## src/rtl/iir_coef_ctrl.sv

```systemverilog
// -----------------------------------------------------------------------------
// iir_coef_ctrl
// Coefficient manager for a biquad IIR filter. Software writes new
// coefficients into a shadow bank at any time; an update request drains the
// filter for DRAIN_CYC idle cycles and then copies the whole shadow bank into
// the active bank in a single edge, so the filter never sees a mixed set.
// The sample path from the upstream source is registered and is stalled
// while an update is in progress.
//
// Ports
//   i_clk, i_rst_n           clock, asynchronous active-low reset
//   i_cfg_we/addr/data       coefficient write (addr 0=b0 1=b1 2=b2 3=a1 4=a2)
//   o_cfg_ack / o_cfg_err    one-cycle response: valid / invalid address
//   i_upd_req                commit shadow coefficients to the filter
//   o_upd_busy / o_upd_done  update in progress / new coefficients active
//   i_src_din, i_src_vin     upstream sample and valid
//   o_src_rdy                sample accepted this cycle
//   o_din, o_vin             registered sample and valid to the filter
//   o_b0..o_a2               active coefficients
// -----------------------------------------------------------------------------
module iir_coef_ctrl #(
  parameter int DW        = 9,
  parameter int DRAIN_CYC = 4
) (
  input  logic          i_clk,
  input  logic          i_rst_n,
  input  logic          i_cfg_we,
  input  logic [2:0]    i_cfg_addr,
  input  logic [DW-1:0] i_cfg_data,
  output logic          o_cfg_ack,
  output logic          o_cfg_err,
  input  logic          i_upd_req,
  output logic          o_upd_busy,
  output logic          o_upd_done,
  input  logic [DW-1:0] i_src_din,
  input  logic          i_src_vin,
  output logic          o_src_rdy,
  output logic [DW-1:0] o_din,
  output logic          o_vin,
  output logic [DW-1:0] o_b0,
  output logic [DW-1:0] o_b1,
  output logic [DW-1:0] o_b2,
  output logic [DW-1:0] o_a1,
  output logic [DW-1:0] o_a2
);

  localparam logic [1:0] S_RUN    = 2'd0;
  localparam logic [1:0] S_DRAIN  = 2'd1;
  localparam logic [1:0] S_COMMIT = 2'd2;

  localparam logic [3:0] DRAIN_LAST = 4'(DRAIN_CYC - 1);

  logic [1:0]    r_state;
  logic [3:0]    r_drainCnt;
  logic          r_pending;
  logic [DW-1:0] r_shadow [5];
  logic [DW-1:0] r_active [5];
  logic [DW-1:0] r_din;
  logic          r_vin;
  logic          r_ack;
  logic          r_err;
  logic          r_done;

  logic          w_wrValid;
  logic          w_wrInvalid;
  logic          w_accept;

  assign w_wrValid   = i_cfg_we && (i_cfg_addr <= 3'd4);
  assign w_wrInvalid = i_cfg_we && (i_cfg_addr > 3'd4);
  assign o_src_rdy   = (r_state == S_RUN);
  assign o_upd_busy  = (r_state == S_DRAIN) || (r_state == S_COMMIT);
  assign w_accept    = i_src_vin && o_src_rdy;

  // Shadow bank: writable in every state. In the commit cycle the active bank
  // samples the old shadow value because both update on the same edge.
  always_ff @(posedge i_clk or negedge i_rst_n) begin
    if (!i_rst_n) begin
      for (int k = 0; k < 5; k++) r_shadow[k] <= '0;
    end else begin
      for (int k = 0; k < 5; k++) begin
        if (w_wrValid && (i_cfg_addr == 3'(k))) r_shadow[k] <= i_cfg_data;
      end
    end
  end

  // Write response pulses.
  always_ff @(posedge i_clk or negedge i_rst_n) begin
    if (!i_rst_n) begin
      r_ack <= 1'b0;
      r_err <= 1'b0;
    end else begin
      r_ack <= w_wrValid;
      r_err <= w_wrInvalid;
    end
  end

  // A write landing in the commit cycle is not part of the committed set, so
  // it must keep the pending flag alive for a later update.
  always_ff @(posedge i_clk or negedge i_rst_n) begin
    if (!i_rst_n) begin
      r_pending <= 1'b0;
    end else if (r_state == S_COMMIT) begin
      r_pending <= w_wrValid;
    end else if (w_wrValid) begin
      r_pending <= 1'b1;
    end
  end

  // Update FSM. Requests while busy are dropped, not queued.
  always_ff @(posedge i_clk or negedge i_rst_n) begin
    if (!i_rst_n) begin
      r_state    <= S_RUN;
      r_drainCnt <= '0;
      r_done     <= 1'b0;
      for (int k = 0; k < 5; k++) r_active[k] <= '0;
    end else begin
      r_done <= 1'b0;
      case (r_state)
        S_RUN: begin
          if (i_upd_req && r_pending) begin
            r_state    <= S_DRAIN;
            r_drainCnt <= '0;
          end
        end
        S_DRAIN: begin
          if (r_drainCnt == DRAIN_LAST) begin
            r_state <= S_COMMIT;
          end else begin
            r_drainCnt <= r_drainCnt + 4'd1;
          end
        end
        S_COMMIT: begin
          for (int k = 0; k < 5; k++) r_active[k] <= r_shadow[k];
          r_state <= S_RUN;
          r_done  <= 1'b1;
        end
        default: begin
          r_state <= S_RUN;
        end
      endcase
    end
  end

  // Sample path: one-cycle registered forward, din holds between accepts.
  always_ff @(posedge i_clk or negedge i_rst_n) begin
    if (!i_rst_n) begin
      r_vin <= 1'b0;
      r_din <= '0;
    end else begin
      r_vin <= w_accept;
      if (w_accept) r_din <= i_src_din;
    end
  end

  assign o_cfg_ack  = r_ack;
  assign o_cfg_err  = r_err;
  assign o_upd_done = r_done;
  assign o_vin      = r_vin;
  assign o_din      = r_din;
  assign o_b0       = r_active[0];
  assign o_b1       = r_active[1];
  assign o_b2       = r_active[2];
  assign o_a1       = r_active[3];
  assign o_a2       = r_active[4];

endmodule

```

## config.mk

```make
export PLATFORM = sky130hd
export DESIGN_NAME = iir_coef_ctrl
export DESIGN_NICKNAME = d
export VERILOG_FILES = /design/src/rtl/iir_coef_ctrl.sv
export SDC_FILE = /design/constraint.sdc
export NUM_CORES = 1
export LEC_CHECK = 0
export CAP_MARGIN = 5
export CORE_MARGIN = 1.5
export CORE_UTILIZATION = 30
export CTS_CLUSTER_SIZE = 40
export DETAILED_ROUTE_END_ITERATION = 10
export SLEW_MARGIN = 20
export SYNTH_ARGS = -nofsm -noshare
export SYNTH_HDL_FRONTEND = slang
export SYNTH_SLANG_ARGS = --single-unit
```

## constraint.sdc

```tcl
create_clock -name i_clk -period 1.65 [get_ports i_clk]
set_clock_uncertainty 0.2 [all_clocks]
set_input_delay 0.2475 -clock i_clk [delete_from_list [all_inputs] [get_ports i_clk]]
set_output_delay 0.2475 -clock i_clk [all_outputs]
set_load 0.01 [all_outputs]
```

== After elaboration in Yosys (flattened, before gate mapping) ==
Index checks and enable logic that the tools add are counted.
Widths: inputs -> output; s select.
Word-level totals
  flip-flop bits (word level): 110
  latch bits: 0
  bits in writable memories: 0
  memory bits (read-only): 0
  input bits: 26
  output and inout bits: 60
  word-level logic and storage cells: 56
  memories kept: 0
Cells by class
  $add $sub $neg: 1
  $mul: 0
  divide/modulo/power cells: 0
  magnitude comparators: 2
  equality and inequality tests: 10
  shifts and indexed selects: 0
  muxes and demuxes: 9
  bitwise logic cells: 0
  reductions and logical operators: 16
Operator list (number)
  $logic_and 1x1->1: 9
  $mux 4: 2
  $pmux 4 s2: 1
  $eq 3x2->1 const B: 2
  $add 4x1->4 const B: 1
  $eq 4x2->1 const B: 1
  $mux 2: 2
  $ne 2x1->1 const B: 2
  $pmux 2 s2: 1
  $reduce_bool 2->1: 2
  $eq 3x1->1 const B: 1
  $eq 3x3->1 const B: 1
  $gt 3x3->1 const B: 1
  $le 3x3->1 const B: 1
  $logic_not 3->1: 1
  $mux 1: 3
  $reduce_and 3->1: 1
  $eq 2x1->1 const B: 1
  $eq 2x2->1 const B: 1
  $logic_not 2->1: 1
  $ne 2x2->1 const B: 1
  $reduce_and 2->1: 1
  $logic_or 1x1->1: 1

== Depth between registers and ports, before layout ==
Gate-level depths: netlist (run 1).
  depth in word-level cells: 4
  depth in mapped cells: 6
  mapped depth without buffers: 5

== Worst setup path after synthesis (run 1) ==
Ideal clock, no wire load.
  kind: register to register
  start: reg r_state[0]
  end: reg r_drainCnt[2]
  data arrival time: 1.634 ns
  data required time: 1.381 ns
  slack: -0.253 ns
  cell stages (with the launch flop): 6
  path buffers: 0
  cell sequence: dfrtp_1 inv_1 ha_1 a21boi_1 or4b_2 nand3_1
On the way
  word-level cells in the longest chain between the ends: 3
  elaborated cells between the ends (all ways): 7
  classes of those cells: eq/ne: 3; mux: 1; reduce/logical: 3
RTL lines
  from (decl): RTL line 53  | logic [1:0] r_state;
  from (signal assigned): RTL line 112  | r_state <= S_RUN;
  from (signal assigned): RTL line 121  | r_state <= S_DRAIN;
  from (signal assigned): RTL line 127  | r_state <= S_COMMIT;
  $logic_not 2->1 *
  via o_src_rdy: RTL line 37  | output logic o_src_rdy,
  $ne 2x1->1 (no source line) or $reduce_bool 2->1 (tied branches)
  $reduce_and 3->1 (no source line)
  to (signal assigned): RTL line 129  | r_drainCnt <= r_drainCnt + 4'd1;
  to (decl): RTL line 54  | logic [3:0] r_drainCnt;
The timed path passes the listed nets; every way through them passes the cells marked *.
A chain may end at the register's enable or synchronous reset.

== Final worst setup path (run 1) ==
  start: reg r_drainCnt[0]
  end: reg r_state[0]
On the way
  word-level cells in the longest chain between the ends: 3
RTL lines
  $eq 4x2->1: RTL line 126  | if (r_drainCnt == DRAIN_LAST) begin
  $ne 2x1->1 (no source line)
  $reduce_and 2->1 (no source line)
  to (signal assigned): RTL line 127
  to (signal assigned): RTL line 134  | r_state <= S_RUN;
  to (signal assigned): RTL line 138  | r_state <= S_RUN;
Every way passes these cells.

==> impl_metrics.json, run 1 <==
{
  "result_of_the_run": "complete, but fails checks",
  "violations_in_the_final_reports": "setup timing",
  "area.growth.synth_to_final_pct": 44.4,
  "dominantRegCellSynth": "sky130_fd_sc_hd__dfrtp_1",
  "num_io_pins": 86,
  "synthTopCellsByCount": "110 x sky130_fd_sc_hd__dfrtp_1, 101 x sky130_fd_sc_hd__mux2_2, 6 x sky130_fd_sc_hd__buf_2, 6 x sky130_fd_sc_hd__inv_1",
  "coreArea_mm2": 0.0140,
  "cellLeakagePower_nw": 2.90,
  "worst_skew_pair.late_latency_ps": 350,
  "worstPathCellList": "ha_2 -> or3b_4 -> a21oi_2 -> mux2_4",
  "grt.overflow.total": 0,
  "synth.most_common_cell": "sky130_fd_sc_hd__dfrtp_1",
  "post_synth_fa_ha_maj_area_fraction_pct": 1.45,
  "routability_driven_placement_congestion_ratio": 0.724,
  "upper_clock_frequency_limit_mhz": 580,
  "drt_pass1_iterations": 4,
  "clock_tree.buffer_depth": 2,
  "grt_max_degree": 77,
  "cp-end-kind": "flip-flop",
  "finalNetCount": 430,
  "worst_slew_pin_slew_ps": 499,
  "final_min_period_over_clock_period_pct": 105,
  "synth_async_sr_flop_share_pct": 100,
  "synth.cell_area_mm2": 0.00432,
  "clk_root_buffer_cell": "sky130_fd_sc_hd__clkbuf_16",
  "slew_headroom_pct": 66.6,
  "die_width_um": 123,
  "sequentialPowerShare_pct": 38.7,
  "p_int_w": 0.00767,
  "initial_utilization_pct": 30.9,
  "report.final.slew_viol_count": 0,
  "final_antenna_net_count": 0,
  "power.density_mw_per_mm2": 1740,
  "cp.arrival_ps": 1760,
  "numClockSinks": 110,
  "yosys-top-cells-area": "sky130_fd_sc_hd__dfrtp_1 64%, sky130_fd_sc_hd__mux2_2 26%, sky130_fd_sc_hd__ha_1 1.4%",
  "worstSetupStartpointType": "flip-flop",
  "synth_area_per_cell_um2": 15.9,
  "switchingPower_w": 0.00317,
  "post_synth_num_cell_types": 26,
  "globalRouteTotalUtil_pct": 13.5,
  "die_h_um": 123,
  "critical_path_peak_fanout": 4,
  "post_synth_mux_area_share_pct": 26.3,
  "post_synth_and_or_nand_nor_area_fraction_pct": 4.77,
  "post-route-drc-count": 0,
  "hold-worst-slack_ps": 241,
  "synth-xor-area-share_pct": 0,
  "ir_drop_mv": 0.633,
  "yosys_register_bits": 110,
  "timing.critical_path.slowest_cell_delay_ps": 400,
  "floorplan.die_area_mm2": 0.0151,
  "setup_ws_ps": -74.8,
  "cts_buffers": 9,
  "post_synthesis_sequential_area_ratio_pct": 63.7,
  "drive_above_1_share_pct": 44.6,
  "worst_path_max_delay_cell": "sky130_fd_sc_hd__or3b_4",
  "cp_data_required_time_ps": 1690,
  "holdCritPathClass": "in -> async",
  "placement.io_buffers": 85,
  "r2r_setup_slack_ps": -70,
  "post-route-min-period_ps": 1720,
  "num_rows": 43,
  "grt_setup_unrepaired": "true",
  "synth_top_cell_area_share_pct": 63.7,
  "vias_in_the_first_global_route": 2949,
  "power.share.switching_pct": 29.2,
  "timing.final.hold_violations": 0,
  "dp_hpwl_um": 6400,
  "power.share.clock_pct": 21.2,
  "route.detailed.vias_per_inst": 4.62,
  "total_power_w": 0.0108,
  "dr_wl_cell_um": 16.6,
  "clk_pin_slew_ps": 70,
  "cts_max_level": 3,
  "routed-via-count": 2698,
  "routed_wirelength_um": 9700,
  "global_route_wire_length_before_repair_um": 15300,
  "postSynthCellCount": 272,
  "setup-tns-final_ps": -489,
  "antenna_violations_before_repair": 0,
  "syn_nets": 303,
  "synth_largest_area_cell": "sky130_fd_sc_hd__dfrtp_1",
  "final_standard_cell_utilization_of_the_core_pct": 44.6,
  "diodes": 0,
  "synth_edf_count": 0,
  "layout_fillers": 1302,
  "cts_tree": "done",
  "comb_power_share_pct": 40.1,
  "synthesized_area_fraction_occupied_by_ao_oa_aoi_and_oai_cells_pct": 1.91,
  "drt_first_iter_violations": 94,
  "number_of_warning_messages_in_the_yosys_log": 0,
  "maxCapViolations": 0,
  "report.final.setup_viol": 24,
  "criticalPathCategory": "reg -> reg",
  "synth_top_family_by_area": "multiplexers"
}
routing by layer:
metal / GRT usage, % / up-vias / wire (µm)
met3: 4.20 / 9 / 443
met1: 17.0 / 1418 / 4320
met2: 22.4 / 51 / 4830
met5: 0 / - / 0
met4: 3.88 / 0 / 112
li1: - / 1220 / -
flip-flops by register name (all words and copies together), names as in the netlist, 2 cells and up:
| name | cells |
|---|---|
| r_shadow | 45 |
| o_b2 | 9 |
| o_b1 | 9 |
| o_a1 | 9 |
| o_b0 | 9 |
| r_state | 2 |
| r_drainCnt | 4 |
| o_din | 9 |
| o_a2 | 9 |
cell type report:
cell class                      count  area (µm²)  share of cell area, %
Inverter                            6        22.5                  0.361
Timing Repair Buffer              126        1210                   19.4
Sequential cell                   110        2750                   44.1
Clock buffer                       12         246                   3.95
Tap cell                          180         225                   3.61
Clock inverter                      4        70.1                   1.12
Multi-Input combinational cell    146        1720                   27.5
layout by cell type (no fill, tap or decap), types with 3 or more instances in the layout:
cell,instances
sky130_fd_sc_hd__mux2_4,26
sky130_fd_sc_hd__buf_12,8
sky130_fd_sc_hd__clkdlybuf4s50_1,20
sky130_fd_sc_hd__nor3b_1,3
sky130_fd_sc_hd__o21ai_0,3
sky130_fd_sc_hd__nand2_1,3
sky130_fd_sc_hd__mux2_2,75
sky130_fd_sc_hd__dfrtp_1,110
sky130_fd_sc_hd__clkbuf_16,9
sky130_fd_sc_hd__dlygate4sd2_1,62
sky130_fd_sc_hd__ha_4,3
sky130_fd_sc_hd__buf_4,26
sky130_fd_sc_hd__nor2_1,3
sky130_fd_sc_hd__inv_1,4
sky130_fd_sc_hd__buf_6,9
sky130_fd_sc_hd__and2_1,3
per-stage QoR:
step,setup slack [ps],instances,area (µm²)
final,-74.8,584,6240
after global routing,-119,584,6240
after floorplan,-67.5,272,4380
after CTS,-65.1,580,6070
after global placement,-426,556,5690
after detailed placement,-462,556,5690
critical path: cells and delay by family, from the launching register on:
family | cells | cell delay, ps
mux | 1 | 300
flops | 1 | 360
compound gates | 1 | 150
simple gates | 1 | 400
fa+ha+maj | 1 | 210
power by group through the flow:
stage               combinational (W)  clock [W]  sequential, W
floorplan                     0.00170          0        0.00446
global placement              0.00406          0        0.00423
detailed placement            0.00414          0        0.00426
CTS                           0.00392    0.00238        0.00419
global route                  0.00469    0.00248        0.00433
finish                        0.00435    0.00230        0.00420
repair_timing:
action	CTS	global route
pin swaps	5	7
hold buffers	1	0
hold endpoints to repair	110	0
gates cloned	1	0
setup buffers	6	4
gates resized for setup	89	31
endpoints found under the setup margin	156	7
path summary, 6_finish.rpt:
kind / from / depth (start not counted) / endpoint
worst min-delay path: i_rst_n / 3 / o_a2[5]
min in group i_clk: i_cfg_we / 2 / o_cfg_ack
max in group asynchronous: i_rst_n / 3 / o_b0[3]
worst max-delay path: r_drainCnt[0] / 4 / r_state[0]
worst min register to register: r_shadow[41] / 1 / o_b0[5]
worst max register to register: r_drainCnt[0] / 4 / r_state[0]
cells by family after synthesis:
logic type      count (synthesis)
flops                         110
fa+ha+maj                       5
mux                           101
compound gates                 12
simple gates                   28
buf+inv                        16
Note: power is estimated with default switching activity, not from simulation.
==> run 2: changes to the inputs <==
--- a/config.mk
+++ b/config.mk
@@ -6,10 +6,11 @@
 export NUM_CORES = 1
 export LEC_CHECK = 0
 export CAP_MARGIN = 5
-export CORE_MARGIN = 1.5
+export CORE_MARGIN = 3
 export CORE_UTILIZATION = 30
 export CTS_CLUSTER_SIZE = 40
 export DETAILED_ROUTE_END_ITERATION = 10
+export HOLD_SLACK_MARGIN = 0.1
 export SLEW_MARGIN = 20
 export SYNTH_ARGS = -nofsm -noshare
 export SYNTH_HDL_FRONTEND = slang
==> run 2 against run 1 <==
  * The run still ends with setup timing left
  * Flip-flop and latch count unchanged
  * Die area up 4.9%
  * Combinational power up 3%
  * Cell area up 1.4%
  * Sequential power about the same
  * Non-clock buffer count down 3
==> impl_metrics.json, run 2 (synthesized netlist as in run 1, its figures left out) <==
{
  "area.growth.synth_to_final_pct": 46.4,
  "routed_wirelength_um": 9920,
  "cellLeakagePower_nw": 2.94,
  "cp-end-kind": "flip-flop",
  "routability_driven_placement_congestion_ratio": 0.701,
  "holdCritPathClass": "in -> async",
  "ff2ff_path_depth": 5,
  "finalNetCount": 427,
  "post-route-drc-count": 0,
  "drt_first_iter_violations": 94,
  "setup-tns-final_ps": -600,
  "placement.io_buffers": 85,
  "global_route_wire_length_before_repair_um": 15200,
  "crit_path_end": "o_b0[8]",
  "die_h_um": 126,
  "cts_buffers": 9,
  "grt_setup_unrepaired": "true",
  "layout_commonest_cell": "sky130_fd_sc_hd__dfrtp_1",
  "slew_headroom_pct": 75.0,
  "layout_fillers": 1291,
  "cts_max_level": 3,
  "violations_in_the_final_reports": "setup timing",
  "detail_route.wirelength.met1_um": 4530,
  "final_min_period_over_clock_period_pct": 103,
  "floorplan.die_area_mm2": 0.0159,
  "report.final.slew_viol_count": 0,
  "coreArea_mm2": 0.0140,
  "maxUsedRoutingLayer": "met4",
  "drt_pass1_iterations": 4,
  "worstPathCellList": "inv_2 -> buf_6 -> ha_4 -> clkbuf_16 -> mux2_2",
  "grt.overflow.total": 0,
  "report.final.setup_viol": 28,
  "worst_path_max_delay_cell": "sky130_fd_sc_hd__dfrtp_1",
  "critical_path.reg2reg.endpoint": "o_b0[8]",
  "diodes": 0,
  "setup_ws_ps": -53.1,
  "numClockSinks": 110,
  "worstSetupStartpointType": "flip-flop",
  "power.density_mw_per_mm2": 1740,
  "cp_data_required_time_ps": 1690,
  "route.detailed.vias_per_inst": 4.56,
  "largest-register": "r_shadow",
  "r2r_setup_slack_ps": -50,
  "post-route-min-period_ps": 1700,
  "critical_path.startpoint": "r_state[0]",
  "timing.critical_path.slowest_cell_delay_ps": 400,
  "layout_common_cells": "110 x sky130_fd_sc_hd__dfrtp_1, 62 x sky130_fd_sc_hd__mux2_2, 62 x sky130_fd_sc_hd__dlygate4sd2_1",
  "dr_wl_cell_um": 17.1,
  "maxCapViolations": 0,
  "initial_utilization_pct": 30.9,
  "vias_in_the_first_global_route": 2854,
  "num_io_pins": 86,
  "result_of_the_run": "complete, but fails checks",
  "cts_tree": "done",
  "timing.final.hold_violations": 0,
  "placement.setup.worst_slack_ps": -465,
  "antenna_violations_before_repair": 0,
  "cp.arrival_ps": 1740,
  "hold-worst-slack_ps": 162,
  "worst_slew_pin_slew_ps": 375,
  "wl_met3_um": 408,
  "criticalPathCategory": "reg -> reg",
  "drive_above_1_share_pct": 45.1,
  "worst_skew_pair.late_latency_ps": 350,
  "routed-via-count": 2648,
  "final_standard_cell_utilization_of_the_core_pct": 45.3,
  "largest_register_ff_count": 45,
  "die_width_um": 126,
  "clk_root_buffer_cell": "sky130_fd_sc_hd__clkbuf_16",
  "rr_startpoint": "r_state[0]",
  "dp_hpwl_um": 6280,
  "final_antenna_net_count": 0,
  "clock_tree.buffer_depth": 2,
  "critical_path_peak_fanout": 11,
  "upper_clock_frequency_limit_mhz": 587,
  "grt_max_degree": 33,
  "met2_wirelength_um": 4860,
  "num_rows": 43,
  "clk_pin_slew_ps": 70,
  "ir_drop_mv": 0.751,
  "globalRouteTotalUtil_pct": 12.3
}
[run 2: cell types whose count changed in the layout (fill, tap and decap cells not counted), sizes merged]
cell	change
clkbuf	+2
inv	+1
buf	-6
[run 2: layer usage]
| metal | up-vias | track usage (%) |
|---|---|---|
| met5 | - | 0 |
| li1 | 1218 | - |
| met1 | 1366 | 16.0 |
| met4 | 0 | 3.97 |
| met2 | 53 | 19.5 |
| met3 | 11 | 3.94 |
[run 2: power by group]
| part | internal, W | total, W | switching, W |
|---|---|---|---|
| clock network | 0.00141 | 0.00236 | 0.000950 |
| registers | 0.00367 | 0.00420 | 0.000533 |
| logic | 0.00270 | 0.00446 | 0.00176 |
| total | 0.00778 | 0.0110 | 0.00324 |
[run 2: final cells by class]
type | instances | area (µm²) | area share [%]
sequential | 110 | 2750 | 43.5
multi-input combinational | 146 | 1780 | 28.1
timing repair buffer | 123 | 1220 | 19.2
clock buffer | 11 | 253 | 3.99
tap | 180 | 225 | 3.56
clock inverter | 5 | 78.8 | 1.25
inverter | 6 | 22.5 | 0.356
[run 2: worst max-delay path, delay by kind of cell, from the launching register on]
family                   cells  cell delay (ps)
flip-flops                   1              400
adder cells (fa/ha/maj)      1              230
buffers and inverters        3              420
multiplexers                 1              340
[run 2: worst min-delay path by stage]
stage                         to  cells after the start
floorplan                o_a1[0]                      0
global placement         o_a1[5]                      1
detailed placement       o_a1[5]                      1
CTS                      o_b1[6]                      2
global route        r_shadow[15]                      2
finish              r_shadow[14]                      2
[run 2: per-stage QoR]
| stage | std cells | cell area [µm²] | power (W) |
|---|---|---|---|
| floorplan | 272 | 4380 | 0.00616 |
| finish | 581 | 6330 | 0.0110 |
| CTS | 577 | 6040 | 0.0104 |
| global route | 581 | 6330 | 0.0117 |
| detailed placement | 554 | 5680 | 0.00830 |
| global placement | 554 | 5680 | 0.00821 |
[run 2: repair_timing]
item	CTS	global route
hold buffers	1	0
pin swaps	2	7
endpoints found under the hold margin	110	0
gates resized for setup	82	52
buffers inserted	5	1
setup endpoints to repair	109	61
gates cloned	1	3
